$ cat config.mk
export PLATFORM = sky130hd
export DESIGN_NAME = dec_uart_tx
export DESIGN_NICKNAME = d
export VERILOG_FILES = /design/src/rtl/dec_uart_tx_pkg.sv /design/src/rtl/uart_tx_byte.sv /design/src/rtl/dec_uart_tx.sv
export SDC_FILE = /design/constraint.sdc
export NUM_CORES = 1
export LEC_CHECK = 0
export BUFFER_PORTS_ARGS = -buffer_cell sky130_fd_sc_hd__buf_2
export CAP_MARGIN = 20
export CORE_MARGIN = 1.5
export CORE_UTILIZATION = 40
export DETAILED_ROUTE_END_ITERATION = 16
export GPL_ROUTABILITY_DRIVEN = 0
export GPL_TIMING_DRIVEN = 0
export SLEW_MARGIN = 25
export SYNTH_ARGS = -nofsm -noshare
export SYNTH_HDL_FRONTEND = slang
export SYNTH_SLANG_ARGS = --single-unit
$ cat constraint.sdc
create_clock -name i_clk -period 3.5 [get_ports i_clk]
set_input_delay 0.7 -clock i_clk [delete_from_list [all_inputs] [get_ports i_clk]]
set_output_delay 0.7 -clock i_clk [all_outputs]
set_load 0.02 [all_outputs]
$ cat src/rtl/dec_uart_tx_pkg.sv
// Shared constants, serializer state encoding and line buffer type for the
// decimal-to-UART line transmitter.
package dec_uart_tx_pkg;

    localparam logic [7:0] ASCII_ZERO = 8'h30;
    localparam logic [7:0] ASCII_CR   = 8'h0D;
    localparam logic [7:0] ASCII_LF   = 8'h0A;

    localparam int unsigned LINE_MAX  = 5;
    localparam int unsigned IDX_W     = 3;

    typedef enum logic [1:0] {
        IDLE      = 2'd0,
        START_BIT = 2'd1,
        DATA_BITS = 2'd2,
        STOP_BIT  = 2'd3
    } tx_state_e;

    // Element 0 is the first byte on the wire.
    typedef logic [LINE_MAX-1:0][7:0] line_t;

endpackage

$ cat src/rtl/uart_tx_byte.sv
// 8N1 byte serializer. o_ready is high in IDLE and in the final cycle of a
// stop bit, so a byte offered then starts its start bit with no idle gap.
module uart_tx_byte
    import dec_uart_tx_pkg::*;
#(
    parameter int unsigned CLKS_PER_BIT = 234
) (
    input  logic       i_clk,
    input  logic       i_rst_n,
    input  logic       i_valid,
    input  logic [7:0] i_data,
    output logic       o_ready,
    output logic       o_tx
);

    localparam int unsigned BAUD_W = $clog2(CLKS_PER_BIT);
    localparam logic [BAUD_W-1:0] BAUD_LAST = BAUD_W'(CLKS_PER_BIT - 1);

    tx_state_e         state_q, state_d;
    logic [BAUD_W-1:0] baud_q, baud_d;
    logic [2:0]        bit_q, bit_d;
    logic [7:0]        shift_q, shift_d;
    logic              tx_q, tx_d;
    logic              ready_q, ready_d;
    logic              baud_last;

    assign baud_last = (baud_q == BAUD_LAST);

    // Next-state logic; ready is computed one cycle ahead so it is registered.
    always_comb begin
        state_d = state_q;
        baud_d  = baud_q;
        bit_d   = bit_q;
        shift_d = shift_q;
        tx_d    = tx_q;
        case (state_q)
            IDLE: begin
                tx_d = 1'b1;
                if (i_valid) begin
                    state_d = START_BIT;
                    shift_d = i_data;
                    tx_d    = 1'b0;
                    baud_d  = '0;
                    bit_d   = '0;
                end
            end
            START_BIT: begin
                if (baud_last) begin
                    state_d = DATA_BITS;
                    baud_d  = '0;
                    tx_d    = shift_q[0];
                end else begin
                    baud_d = baud_q + BAUD_W'(1);
                end
            end
            DATA_BITS: begin
                if (baud_last) begin
                    baud_d = '0;
                    if (bit_q == 3'd7) begin
                        state_d = STOP_BIT;
                        tx_d    = 1'b1;
                    end else begin
                        bit_d   = bit_q + 3'd1;
                        shift_d = {1'b0, shift_q[7:1]};
                        tx_d    = shift_q[1];
                    end
                end else begin
                    baud_d = baud_q + BAUD_W'(1);
                end
            end
            STOP_BIT: begin
                if (baud_last) begin
                    baud_d = '0;
                    if (i_valid) begin
                        state_d = START_BIT;
                        shift_d = i_data;
                        tx_d    = 1'b0;
                        bit_d   = '0;
                    end else begin
                        state_d = IDLE;
                    end
                end else begin
                    baud_d = baud_q + BAUD_W'(1);
                end
            end
            default: state_d = IDLE;
        endcase
        ready_d = (state_d == IDLE) || ((state_d == STOP_BIT) && (baud_d == BAUD_LAST));
    end

    always_ff @(posedge i_clk or negedge i_rst_n) begin
        if (!i_rst_n) begin
            state_q <= IDLE;
            baud_q  <= '0;
            bit_q   <= '0;
            shift_q <= '0;
            tx_q    <= 1'b1;
            ready_q <= 1'b1;
        end else begin
            state_q <= state_d;
            baud_q  <= baud_d;
            bit_q   <= bit_d;
            shift_q <= shift_d;
            tx_q    <= tx_d;
            ready_q <= ready_d;
        end
    end

    assign o_ready = ready_q;
    assign o_tx    = tx_q;

endmodule

$ cat src/rtl/dec_uart_tx.sv
// Line sequencer: latches three ASCII digits, drops leading zeros if enabled,
// and streams "digits CR LF" through uart_tx_byte.
module dec_uart_tx
    import dec_uart_tx_pkg::*;
#(
    parameter int unsigned CLKS_PER_BIT   = 234,
    parameter bit          SUPPRESS_ZEROS = 1'b1
) (
    input  logic       i_clk,
    input  logic       i_rst_n,
    input  logic [7:0] i_hundreds,
    input  logic [7:0] i_tens,
    input  logic [7:0] i_units,
    input  logic       i_start,
    output logic       o_busy,
    output logic       o_done,
    output logic       o_tx
);

    logic             busy_q, done_q;
    line_t            line_q, line_c;
    logic [IDX_W-1:0] len_q, len_c, idx_q;
    logic             skip_h_c, skip_t_c;
    logic             accept_c, handoff_c, finish_c;
    logic             byte_valid_c, ser_ready;
    logic [7:0]       byte_data_c, cur_byte_c;

    // Compact the line so suppressed digits leave no hole in the buffer.
    always_comb begin
        skip_h_c = SUPPRESS_ZEROS && (i_hundreds == ASCII_ZERO);
        skip_t_c = skip_h_c && (i_tens == ASCII_ZERO);
        line_c   = {ASCII_LF, ASCII_CR, i_units, i_tens, i_hundreds};
        len_c    = IDX_W'(5);
        if (skip_t_c) begin
            line_c = {8'h00, 8'h00, ASCII_LF, ASCII_CR, i_units};
            len_c  = IDX_W'(3);
        end else if (skip_h_c) begin
            line_c = {8'h00, ASCII_LF, ASCII_CR, i_units, i_tens};
            len_c  = IDX_W'(4);
        end
    end

    always_comb begin
        cur_byte_c = 8'h00;
        case (idx_q)
            3'd0:    cur_byte_c = line_q[0];
            3'd1:    cur_byte_c = line_q[1];
            3'd2:    cur_byte_c = line_q[2];
            3'd3:    cur_byte_c = line_q[3];
            3'd4:    cur_byte_c = line_q[4];
            default: cur_byte_c = 8'h00;
        endcase
    end

    // First byte goes straight from the inputs so the start bit begins next cycle.
    assign accept_c     = i_start && !busy_q;
    assign handoff_c    = busy_q && ser_ready && (idx_q < len_q);
    assign finish_c     = busy_q && ser_ready && (idx_q == len_q);
    assign byte_valid_c = accept_c || (busy_q && (idx_q < len_q));
    assign byte_data_c  = accept_c ? line_c[0] : cur_byte_c;

    always_ff @(posedge i_clk or negedge i_rst_n) begin
        if (!i_rst_n) begin
            busy_q <= 1'b0;
            done_q <= 1'b0;
            line_q <= '0;
            len_q  <= '0;
            idx_q  <= '0;
        end else begin
            done_q <= finish_c;
            if (accept_c) begin
                busy_q <= 1'b1;
                line_q <= line_c;
                len_q  <= len_c;
                idx_q  <= IDX_W'(1);
            end else if (handoff_c) begin
                idx_q <= idx_q + IDX_W'(1);
            end else if (finish_c) begin
                busy_q <= 1'b0;
            end
        end
    end

    uart_tx_byte #(
        .CLKS_PER_BIT(CLKS_PER_BIT)
    ) u_tx_byte (
        .i_clk  (i_clk),
        .i_rst_n(i_rst_n),
        .i_valid(byte_valid_c),
        .i_data (byte_data_c),
        .o_ready(ser_ready),
        .o_tx   (o_tx)
    );

    assign o_busy = busy_q;
    assign o_done = done_q;

endmodule

Word-level counts from Yosys, hierarchy flattened
Cells that the tools add are included.
- flip-flop bits (word level): 71
- bits of input ports: 27
- output and inout port bits: 3
- $add $sub $neg: 3
- magnitude comparators: 1
- equality and inequality tests: 20
- mux-type cells: 38
- reductions and logical operators: 20
- operator list (operator ; count):
    $mux 8 ; 7
    $mux 40 ; 1
    $pmux 8 s5 ; 1
    $mux 36 ; 1
    $pmux 8 s3 ; 1
    $mux 3 ; 7
    $eq 8x6->1 const B ; 2
    $eq 8x8->1 const B ; 2
    $pmux 8 s2 ; 1
    $mux 1 ; 11
    $mux 2 ; 5
    $pmux 3 s3 ; 1
    $add 8x1->8 const B ; 1
    $pmux 2 s4 ; 1
    $reduce_and 4->1 ; 2
    $logic_and 1x1->1 ; 7
    $add 3x1->3 const B ; 2
    $eq 2x2->1 const B ; 3
    $eq 3x2->1 const B ; 2
    $eq 3x3->1 const B ; 2
    $ne 2x1->1 const B ; 3
    $ne 2x2->1 const B ; 3
    $logic_not 2->1 ; 2
    $pmux 1 s4 ; 1
    11 further kinds ; 13

Longest topological paths before layout
Gate-level depths: netlist (run 1).
- depth after elaboration: 9
- depth in mapped cells: 8

Cells and area by module
From an unflattened synthesis (run 1), not the netlist that was laid out.
- cells, all modules: 359
- area, all modules: 3314.4 sq um
- by module, submodules not included (module ; times used ; cells an instance ; area each (sq um) ; sequential area each (sq um)):
    dec_uart_tx ; 1 ; 217 ; 2008.2 ; 850.8
    uart_tx_byte ; 1 ; 142 ; 1306.3 ; 578.1

Least setup slack after synthesis (run 1)
Ideal clock, no wire load.
- kind: input to register
- start point: input port i_hundreds[0]
- end point: register u_tx_byte.shift_q[6]
- setup time: 0.127 ns
- arrival: 2.489 ns
- required time: 3.373 ns
- path slack: 0.885 ns
- cell stages on the path: 6
- buffers on the path: 1
- cell sequence: or4_4 -> or4_4 -> buf_6 -> or3_1 -> a311oi_1 -> o2bb2ai_1
- word-level cells in the longest chain between the ends: 7
- elaborated cells on any way between the ends: 8
- ends and longest elaborated chain (element ; line ; source):
    start: declaration ; dec_uart_tx.sv:11 ; input logic [7:0] i_hundreds,
    $eq 8x6->1 (*) ; dec_uart_tx.sv:30 ; skip_h_c = SUPPRESS_ZEROS && (i_hundreds == ASCII_ZERO);
    $mux 36 / $logic_and 1x1->1 (equally long branches) ; dec_uart_tx.sv:37, dec_uart_tx.sv:31 ;
    $mux 40 (*) ; dec_uart_tx.sv:34 ; if (skip_t_c) begin
    $mux 8 (*) ; dec_uart_tx.sv:60 ; assign byte_data_c = accept_c ? line_c[0] : cur_byte_c;
    $mux 8 (*) ; uart_tx_byte.sv:39, uart_tx_byte.sv:74 ;
    $mux 8 ; uart_tx_byte.sv:72 ; if (baud_last) begin
    $pmux 8 s3 (*) ; uart_tx_byte.sv:36 ; case (state_q)
    end signal: assignment ; uart_tx_byte.sv:103 ; shift_q <= shift_d;
    end: declaration ; uart_tx_byte.sv:22 ; logic [7:0] shift_q, shift_d;
Mark *: on every way between the ends. The rest lies on a longest branch, timed or not. The select of a mux whose other input is x is not followed.
A chain may end at the register's enable or synchronous reset.

Final worst setup path (run 1)
- start point: register idx_q[2]
- end point: register u_tx_byte.shift_q[5]
- word-level cells in the longest chain between the ends: 6
- elaborated cells on any way between the ends: 13
- ends and longest elaborated chain (element ; line ; source):
    start: declaration ; dec_uart_tx.sv:22 ; logic [IDX_W-1:0] len_q, len_c, idx_q;
    start signal: assignment ; dec_uart_tx.sv:77 ; idx_q <= idx_q + IDX_W'(1);
    $eq 3x3->1, or another cell as far along ; dec_uart_tx.sv:45 ; case (idx_q)
    $pmux 8 s5 / $logic_and 1x1->1 (equally long branches) ; dec_uart_tx.sv:45, dec_uart_tx.sv:59 ;
    $mux 8 / $logic_or 1x1->1 (equally long branches) ; dec_uart_tx.sv:60, dec_uart_tx.sv:59 ;
    $mux 8 (*) ; uart_tx_byte.sv:39, uart_tx_byte.sv:74 ;
    $mux 8 ; uart_tx_byte.sv:72 ;
    $pmux 8 s3 (*) ; uart_tx_byte.sv:36 ;
Marks and branches as above.

==> results of run 1 <==
==> Yosys cell counts (all sizes together), types with 8 or more instances <==
library cell / n / share of area
o22ai: 9 / 0.017
o31ai: 8 / 0.018
a31oi: 8 / 0.015
a21oi: 16 / 0.024
nand3: 14 / 0.021
clkbuf: 17 / 0.019
inv: 14 / 0.016
o21ai: 28 / 0.042
a21o: 9 / 0.020
nor2: 28 / 0.032
ha: 12 / 0.045
nand2: 36 / 0.041
dfrtp: 55 / 0.41
and3: 8 / 0.015
==> path summary, 6_finish.rpt <==
path,end,startpoint,depth (start not counted),slack (ns)
worst max-delay path,u_tx_byte.shift_q[5],idx_q[2],7,0.58
worst min-delay path,line_q[10],i_rst_n,1,0.39
worst max register to register,u_tx_byte.shift_q[5],idx_q[2],7,0.58
worst min register to register,line_q[0],line_q[0],2,0.47
max in group asynchronous,u_tx_byte.shift_q[0],i_rst_n,1,2.59
min in group i_clk,line_q[0],line_q[0],2,0.47
==> power by group through the flow <==
stage / logic [mW] / clock network (mW) / registers, mW
3_5_place_dp: 1.19 / 0 / 1.10
6_report: 1.19 / 0.574 / 1.10
5_1_grt: 1.34 / 0.614 / 1.13
2_1_floorplan: 0.879 / 0 / 1.06
4_1_cts: 1.19 / 0.586 / 1.09
3_3_place_gp: 1.17 / 0 / 1.10
==> flip-flops by register name (all words and copies together), names as in the netlist <==
register	flops
o_busy	1
u_tx_byte.o_ready	1
len_q	2
o_done	1
idx_q	3
u_tx_byte.baud_q	8
line_q	27
u_tx_byte.state_q	2
u_tx_byte.shift_q	8
u_tx_byte.o_tx	1
u_tx_byte.bit_q	3
==> kinds of logic after synthesis <==
kind of cell             after synthesis
AO/OA/AOI/OAI                        129
XOR/XNOR                               2
adder cells (fa/ha/maj)               12
buffers and inverters                 36
flip-flops                            57
multiplexers                           5
AND/OR/NAND/NOR                      124
==> per-layer routing <==
metal	up-vias	part of all wire	GRT usage
met5	-	0	0
met1	1452	0.46	0.300
met3	18	0.074	0.0566
li1	1455	-	-
met2	121	0.45	0.341
met4	0	0.024	0.0796
==> stage by stage <==
| step | instances | hold WS, ns |
|---|---|---|
| after floorplan | 365 | 0.404 |
| after global placement | 499 | 0.456 |
| after detailed placement | 499 | 0.458 |
| after CTS | 514 | 0.451 |
| after global routing | 514 | 0.474 |
| final | 514 | 0.395 |
==> worst max-delay path, stage by stage (launching register included) <==
cell	delay, ns
dfrtp_1	0.36
clkbuf_1	0.39
inv_1	0.18
ha_1	0.32
o31ai_1	0.85
nor3_1	0.14
a311o_1	0.37
a22o_1	0.20
==> area by class of cell <==
cell class	count	area [um2]
Buffer	22	91.3
Clock buffer	12	165
Clock inverter	3	15.0
Fill cell	786	4360
Inverter	14	52.6
Multi-Input combinational cell	272	1740
Sequential cell	57	1430
Tap cell	105	131
Timing Repair Buffer	29	148
==> flow_metrics.tcl, run 1 <==
set metrics [dict create \
    pre_cts_ws_ns 0.554 \
    antenna_left 0 \
    dr.pass1.iters 5 \
    synth-seq-cells 57 \
    start_util 0.408 \
    p_int_mw 1.73 \
    worst_pin_slew_ns 0.987 \
    critPathRequiredTime_ns 3.73 \
    startpoint_type "register" \
    synthArstFlopShare 1.00 \
    numCtsBuffers 9 \
    setup-tns-final_ns 0 \
    htreeDepth 3 \
    routed_via_density 5.93 \
    swShare 0.394 \
    endpoint_kind "register" \
    drt_first_iter_violations 245 \
    fin_nets 444 \
    leakagePower_nw 1.64 \
    dieArea_um2 8850 \
    vias 3046 \
    p_sw_mw 1.13 \
    die_w_um 94.1 \
    netlist-cell-type-count 55 \
    utilization 0.464 \
    synth-xor-area-share 0.00528 \
    fin_crit_ns 2.92 \
    min-delay-path-class "primary input to asynchronous set/reset pin" \
    io_pins 30 \
    rows 33 \
    synth_top_family_by_area "compound AO/OA/AOI/OAI gates" \
    syn_avg_cell_area_um2 9.09 \
    io_buffers 29 \
    grt_util_all_layers 0.221 \
    skew_ns 0.0137 \
    crit_type "register to register" \
    cts_tree "built" \
    ys_seq_area_frac 0.431 \
    hold_viol 0 \
    stdcell_area_um2 3780 \
    setup_viol 0 \
    dp_hpwl_um 6550 \
    syn_nets 404 \
    antenna_found_initial 0 \
    grt_pass1_vias 2871 \
    status "completed" \
    coreArea_um2 8130 \
    synthCells 365 \
    root_buffer "clkbuf_8" \
    num_antenna_cells 0 \
    p_clk_frac 0.200 \
    clk_latency_ns 0.34 \
    finalCritPeriodShare 0.833 \
    slew_viol_final 0 \
    rsz0062_at_grt "false" \
    drc 0 \
    cts_hold_buf 0 \
    crit_fanout 10 \
    peakVddDrop_v 0.000388 \
    drt-total-wl_um 9020 \
    yosys.area_share.simple 0.189 \
    fin_total_pwr_mw 2.86 \
    ys.flop_type "dfrtp_1" \
    synth_edf_count 0 \
    cts.sinks 57 \
    grt_max_degree 58 \
    fmax_mhz 343 \
    seqPwrFrac 0.383 \
    area_growth_pct 13.8 \
    synthMuxAreaShare 0.0162 \
    layout_common_cells "dfrtp_1 (55), nand2_1 (36), buf_2 (29)" \
    final_common_cell "dfrtp_1" \
    p_comb_frac 0.416 \
    wire_per_inst_um 17.6 \
    max_slew_margin 0.336 \
    synth_adder_area_share 0.0453 \
    yosys_warnings 0 \
    grt_overflow_total 0 \
    drive_gt1_frac 0.149 \
    max_cap_violations 0 \
    setup_ws_ns 0.583 \
    p_per_area_nw_per_um2 758 \
    clk_pin_slew_ns 0.07 \
    clk_path_buf_depth 2 \
    postCtsSetupBuffers 0 \
    cts-resized-gates 0 \
    synth_compound_area_frac 0.270 \
    die_y_um 94.1 \
    worstPathArrival_ns 3.14 \
    syn-cell-area_um2 3320 \
    placed_area_um2 3600 \
    grt_pass1_wl_um 15000 \
]
No activity file was read; power rests on OpenSTA's default activity.
==> run 2, diff against run 1 <==
==> constraint.sdc (replaced) <==
create_clock -name i_clk -period 2.4 [get_ports i_clk]
set_input_delay 0.48 -clock i_clk [delete_from_list [all_inputs] [get_ports i_clk]]
set_output_delay 0.48 -clock i_clk [all_outputs]
set_load 0.02 [all_outputs]
==> flow_metrics.tcl, run 2 (synthesized netlist as in run 1, its figures left out) <==
set metrics [dict create \
    status "completed" \
    clk_latency_ns 0.35 \
    reg_top3 "line_q (27), u_tx_byte.baud_q (8), u_tx_byte.shift_q (8)" \
    slew_viol_final 0 \
    placed_cells 499 \
    endpoint_kind "register" \
    io_buffers 29 \
    setup_viol 0 \
    crit_slowest_cell "or4_4" \
    rows 33 \
    utilization 0.480 \
    multiInputGateArea_um2 1850 \
    die_y_um 94.1 \
    grt_pass1_vias 2881 \
    antenna_found_initial 0 \
    grt_util_all_layers 0.223 \
    drive_gt1_frac 0.198 \
    die_w_um 94.1 \
    root_buffer "clkbuf_8" \
    numCtsBuffers 9 \
    startpoint_type "primary input" \
    regArea_um2 1430 \
    pre_cts_ws_ns -0.484 \
    routed_via_density 5.92 \
    worstPathArrival_ns 2.52 \
    io_pins 30 \
    rsz0062_at_grt "false" \
    antenna_left 0 \
    start_util 0.408 \
    dp_hpwl_um 6550 \
    max_slew_margin 0.512 \
    drt-total-wl_um 9190 \
    critPathRequiredTime_ns 2.61 \
    p_sw_mw 1.72 \
    fin_crit_ns 2.31 \
    setup_ws_ns 0.0920 \
    wire_per_inst_um 17.9 \
    top_register "line_q" \
    fin_nets 444 \
    final_common_cell "dfrtp_1" \
    p_comb_frac 0.434 \
    max_cap_violations 0 \
    coreArea_um2 8130 \
    vias 3042 \
    num_antenna_cells 0 \
    worst_pin_slew_ns 0.733 \
    p_int_mw 2.63 \
    drc 0 \
    htreeDepth 3 \
    layout_common_cells "dfrtp_1 (54), nand2_1 (36), buf_2 (29)" \
    drt_first_iter_violations 214 \
    grt_overflow_total 0 \
    cts_tree "built" \
    fillCellCount 767 \
    crit_fanout 10 \
    area_growth_pct 17.6 \
    largest_register_ffs 27 \
    dieArea_um2 8850 \
    hold_viol 0 \
    crit_type "primary input to register" \
    cpPeakStageDelay_ns 0.54 \
    peakVddDrop_v 0.000606 \
    dr.pass1.iters 9 \
    clk_pin_slew_ns 0.07 \
    grt_max_degree 58 \
    skew_ns 0.0141 \
    seqPwrFrac 0.372 \
    finalNonFillerCells 514 \
    cts.sinks 57 \
    leakagePower_nw 1.68 \
    p_per_area_nw_per_um2 1120 \
    min-delay-path-class "primary input to asynchronous set/reset pin" \
    grt_pass1_wl_um 15100 \
    cp_common_cell "or4_4" \
    p_clk_frac 0.194 \
    cp_cell_sequence "buf_2 > or4_4 > or4_4 > buf_6 > or3_1 > a311oi_2 > o2bb2ai_1" \
    finalCritPeriodShare 0.962 \
    clk_path_buf_depth 2 \
    fmax_mhz 433 \
    swShare 0.395 \
]
==> run 2: cell types whose count changed in the layout (fill, tap and decap cells not counted), sizes merged <==
cell,change
buf,+2
clkbuf,-2
==> run 2: timing repair <==
item / in CTS / in global routing
setup endpoints to repair: 12 / 12
setup buffers: 0 / 3
gates resized for setup: 6 / 19
pin swaps: 0 / 4
hold buffers: 0 / 0
==> run 2: layout make-up <==
cell class,count,area share
flip-flops and latches,57,0.367
plain buffers,19,0.0221
clock inverters,3,0.00385
multi-input cells,272,0.474
inverters,14,0.0135
well taps,105,0.0337
repair buffers,32,0.0436
clock buffers,12,0.0423
==> run 2: worst max-delay path: cells and delay by family <==
| kind | cells | cell delay, ns |
|---|---|---|
| AO/OA/AOI/OAI | 2 | 0.39 |
| buffers and inverters | 2 | 0.29 |
| AND/OR/NAND/NOR | 3 | 1.36 |
==> run 2: final timing paths <==
check / to / cells past startpoint / slack (ns) / start
setup reg to reg: u_tx_byte.shift_q[4] / 8 / 0.14 / u_tx_byte.baud_q[1]
max in group asynchronous: u_tx_byte.baud_q[0] / 1 / 1.68 / i_rst_n
min in group i_clk: line_q[22] / 3 / 0.40 / i_units[6]
hold reg to reg: line_q[0] / 2 / 0.48 / line_q[0]
hold / removal: line_q[22] / 1 / 0.17 / i_rst_n
setup / recovery: u_tx_byte.shift_q[6] / 7 / 0.09 / i_hundreds[0]
==> run 2: power groups by stage <==
stage / logic [mW] / clock network [mW] / registers, mW
3_5_place_dp: 1.74 / 0 / 1.60
4_1_cts: 1.79 / 0.854 / 1.59
2_1_floorplan: 1.28 / 0 / 1.54
6_report: 1.89 / 0.843 / 1.62
3_3_place_gp: 1.71 / 0 / 1.60
5_1_grt: 2.11 / 0.896 / 1.67
==> run 2: per-layer routing <==
metal  up-vias  part of all wire  global-route usage
li1       1454                 -                   -
met1      1452              0.45               0.300
met2       110              0.45               0.345
met3        26             0.072              0.0566
met4         0             0.029              0.0821
met5         -                 0                   0
==> run 2: per-stage QoR <==
step           power (mW)  hold slack, ns  cell area (um2)  setup TNS (ns)
2_1_floorplan        2.82           0.184             3320               0
3_3_place_gp         3.31           0.456             3590           -4.88
3_5_place_dp         3.34           0.458             3600           -5.44
4_1_cts              4.23           0.231             3800               0
5_1_grt              4.67           0.254             3900               0
6_report             4.35           0.166             3900               0
==> run 3, diff against run 2 <==
--- a/config.mk
+++ b/config.mk
@@ -15,4 +15,5 @@
 export SLEW_MARGIN = 25
 export SYNTH_ARGS = -nofsm -noshare
 export SYNTH_HDL_FRONTEND = slang
+export SYNTH_HIERARCHICAL = 1
 export SYNTH_SLANG_ARGS = --single-unit
==> flow_metrics.tcl, run 3 <==
set metrics [dict create \
    setup_viol 0 \
    grt_max_degree 58 \
    syn_nets 398 \
    hold_slack_ns 0.187 \
    fmax_mhz 445 \
    max_cap_violations 0 \
    vias 2864 \
    grt_pass1_vias 2775 \
    io_buffers 29 \
    synth-seq-cells 57 \
    top_register "line_q" \
    skew_ns 0.0134 \
    hold_viol 0 \
    max_slew_margin 0.519 \
    synth_top_family_by_area "compound AO/OA/AOI/OAI gates" \
    dr.pass1.iters 5 \
    drive_gt1_frac 0.202 \
    reg2reg_slack_ns 0.15 \
    swShare 0.390 \
    syn_avg_cell_area_um2 9.23 \
    synth_compound_area_frac 0.259 \
    dieArea_um2 8840 \
    finalCritPeriodShare 0.936 \
    wire_per_inst_um 16.1 \
    synthCells 359 \
    dp_hpwl_um 5920 \
    reg_top3 "line_q (26), u_tx_byte/baud_q (8), u_tx_byte/shift_q (8)" \
    synth_top_cell_by_area "dfrtp_1" \
    yosysMostFrequentCell "nand2_1" \
    ys_seq_area_frac 0.431 \
    synth-xor-area-share 0.00529 \
    ys.flop_type "dfrtp_1" \
    start_util 0.407 \
    die_w_um 94.0 \
    netlist-cell-type-count 65 \
    timing.rr.start "idx_q[1]" \
    cts_tree "built" \
    cp_top_family "compound AO/OA/AOI/OAI gates" \
    regArea_um2 1430 \
    fin_crit_ns 2.25 \
    p_clk_frac 0.196 \
    drt_first_iter_violations 140 \
    peakVddDrop_v 0.000256 \
    root_buffer "clkbuf_8" \
    antenna_left 0 \
    drt-total-wl_um 8200 \
    yosysTopAreaCellShare 0.415 \
    cp.buffers_inverters 0 \
    worst_pin_slew_ns 0.721 \
    grt_pass1_wl_um 13700 \
    num_antenna_cells 0 \
    grt_util_all_layers 0.200 \
    cp-startpoint "idx_q[1]" \
    yosys.area_share.simple 0.206 \
    grt_util_met2 0.324 \
    p_comb_frac 0.392 \
    crit_fanout 7 \
    cp_cell_sequence "ha_1 > nor2b_1 > o21ai_2 > nand3b_1 > nand2_2 > nor2_2 > a221o_1 > o2111a_1 > a41o_1" \
    htreeDepth 3 \
    cts.sinks 57 \
    leakagePower_nw 1.71 \
    area_growth_pct 14.2 \
    io_pins 30 \
    numCtsBuffers 9 \
    antenna_found_initial 0 \
    critPathRequiredTime_ns 2.66 \
    finalNonFillerCells 510 \
    grt_use_met1 0.271 \
    p_sw_mw 1.54 \
    multiInputGateArea_um2 1780 \
    p_per_area_nw_per_um2 1040 \
    largest_register_ffs 26 \
    endpoint_kind "register" \
    drc 0 \
    min-delay-path-class "primary input to asynchronous set/reset pin" \
    synth_top_cells_by_count "nand2_1 (61), dfrtp_1 (55), o21ai_0 (33)" \
    crit_type "register to register" \
    layout_common_cells "nand2_1 (60), dfrtp_1 (55), o21ai_0 (32)" \
    clk_path_buf_depth 2 \
    worstPathArrival_ns 2.50 \
    syn-cell-area_um2 3310 \
    synth_adder_area_share 0.0453 \
    routed_via_density 5.62 \
    cpPeakStageDelay_ns 0.42 \
    rows 33 \
    clk_pin_slew_ns 0.07 \
    status "completed" \
    grt_overflow_total 0 \
    slew_viol_final 0 \
    fin_nets 439 \
    coreArea_um2 8130 \
    die_y_um 94.0 \
    synthMuxAreaShare 0.0162 \
    fillCellCount 779 \
    final_common_cell "nand2_1" \
    synthTopCellsByArea "dfrtp_1 (42%), nand2_1 (6.9%), o21ai_0 (5.0%)" \
    placed_cells 493 \
    crit_slowest_cell "dfrtp_1" \
    rsz0062_at_grt "false" \
    seqPwrFrac 0.412 \
    synth_edf_count 0 \
    grt_util_met3 0.0388 \
    p_int_mw 2.41 \
    startpoint_type "register" \
    clk_latency_ns 0.34 \
    busiest_layer "met2" \
    yosys_warnings 6 \
    synthArstFlopShare 1.00 \
]
## run 3: changes by cell type after synthesis, moves of 6 or more
cell,previous run,this run
nand2_1,36,61
o31ai_1,8,0
o21ai_0,27,33
o21ai_1,1,11
clkbuf_1,17,10
and3_1,8,0
## run 3: kinds of logic (layout without fill, tap and decap cells)
group	count (synthesis)	in the layout
multiplexers	5	5
XOR/XNOR	2	2
adder cells (fa/ha/maj)	12	12
AND/OR/NAND/NOR	135	135
AO/OA/AOI/OAI	121	121
buffers and inverters	27	73
flip-flops	57	57
## run 3: worst paths after layout
| kind | cells past startpoint | end |
|---|---|---|
| min in group i_clk | 3 | line_q[21] |
| max reg2reg | 9 | u_tx_byte/o_ready |
| max | 9 | u_tx_byte/o_ready |
| min | 1 | u_tx_byte/baud_q[6] |
| max in group asynchronous | 1 | u_tx_byte/baud_q[7] |
| min reg2reg | 2 | u_tx_byte/shift_q[7] |
## run 3: power groups by stage
stage / Sequential, mW / Clock (mW) / Combinational [mW]
6_report: 1.63 / 0.776 / 1.55
3_3_place_gp: 1.62 / 0 / 1.46
5_1_grt: 1.67 / 0.841 / 1.77
3_5_place_dp: 1.63 / 0 / 1.49
4_1_cts: 1.62 / 0.792 / 1.50
2_1_floorplan: 1.56 / 0 / 1.14
## run 3: worst register-to-register path, cell delays in order (launching register included)
cell,delay (ns)
dfrtp_1,0.42
ha_1,0.30
nor2b_1,0.14
o21ai_2,0.13
nand3b_1,0.13
nand2_2,0.17
nor2_2,0.10
a221o_1,0.39
o2111a_1,0.15
a41o_1,0.24
## run 3: cell type report
cell class | instances | share of cell area
plain buffers | 16 | 0.0225
clock buffers | 15 | 0.0413
well taps | 105 | 0.0347
inverters | 10 | 0.00992
repair buffers | 31 | 0.0430
clock inverters | 1 | 0.00132
flip-flops and latches | 57 | 0.378
multi-input cells | 275 | 0.470
## run 3: stage by stage
| step | instance area [um2] | setup WS, ns | power [mW] | utilization | setup TNS, ns |
|---|---|---|---|---|---|
| after floorplan | 3310 | 0.156 | 2.70 | - | 0 |
| after global placement | 3590 | -0.474 | 3.08 | 0.441 | -3.63 |
| after detailed placement | 3590 | -0.419 | 3.12 | 0.442 | -3.59 |
| after CTS | 3750 | 0.0459 | 3.91 | 0.461 | 0 |
| after global routing | 3780 | 0.0182 | 4.28 | 0.465 | 0 |
| final | 3780 | 0.155 | 3.95 | 0.465 | 0 |
## run 3: timing repair
| action | CTS | global route |
|---|---|---|
| gates resized for setup | 1 | 5 |
| gates cloned | 0 | 0 |
| pin swaps | 0 | 1 |
| setup buffers | 0 | 2 |
| endpoints found under the setup margin | 14 | 10 |
| hold buffers | 0 | 0 |
## run 3: layer usage
| layer | up-vias | part of all wire | wire length (um) |
|---|---|---|---|
| li1 | 1399 | - | - |
| met1 | 1397 | 0.49 | 3980 |
| met2 | 58 | 0.47 | 3850 |
| met3 | 10 | 0.034 | 276 |
| met4 | 0 | 0.012 | 97 |
| met5 | - | 0 | 0 |
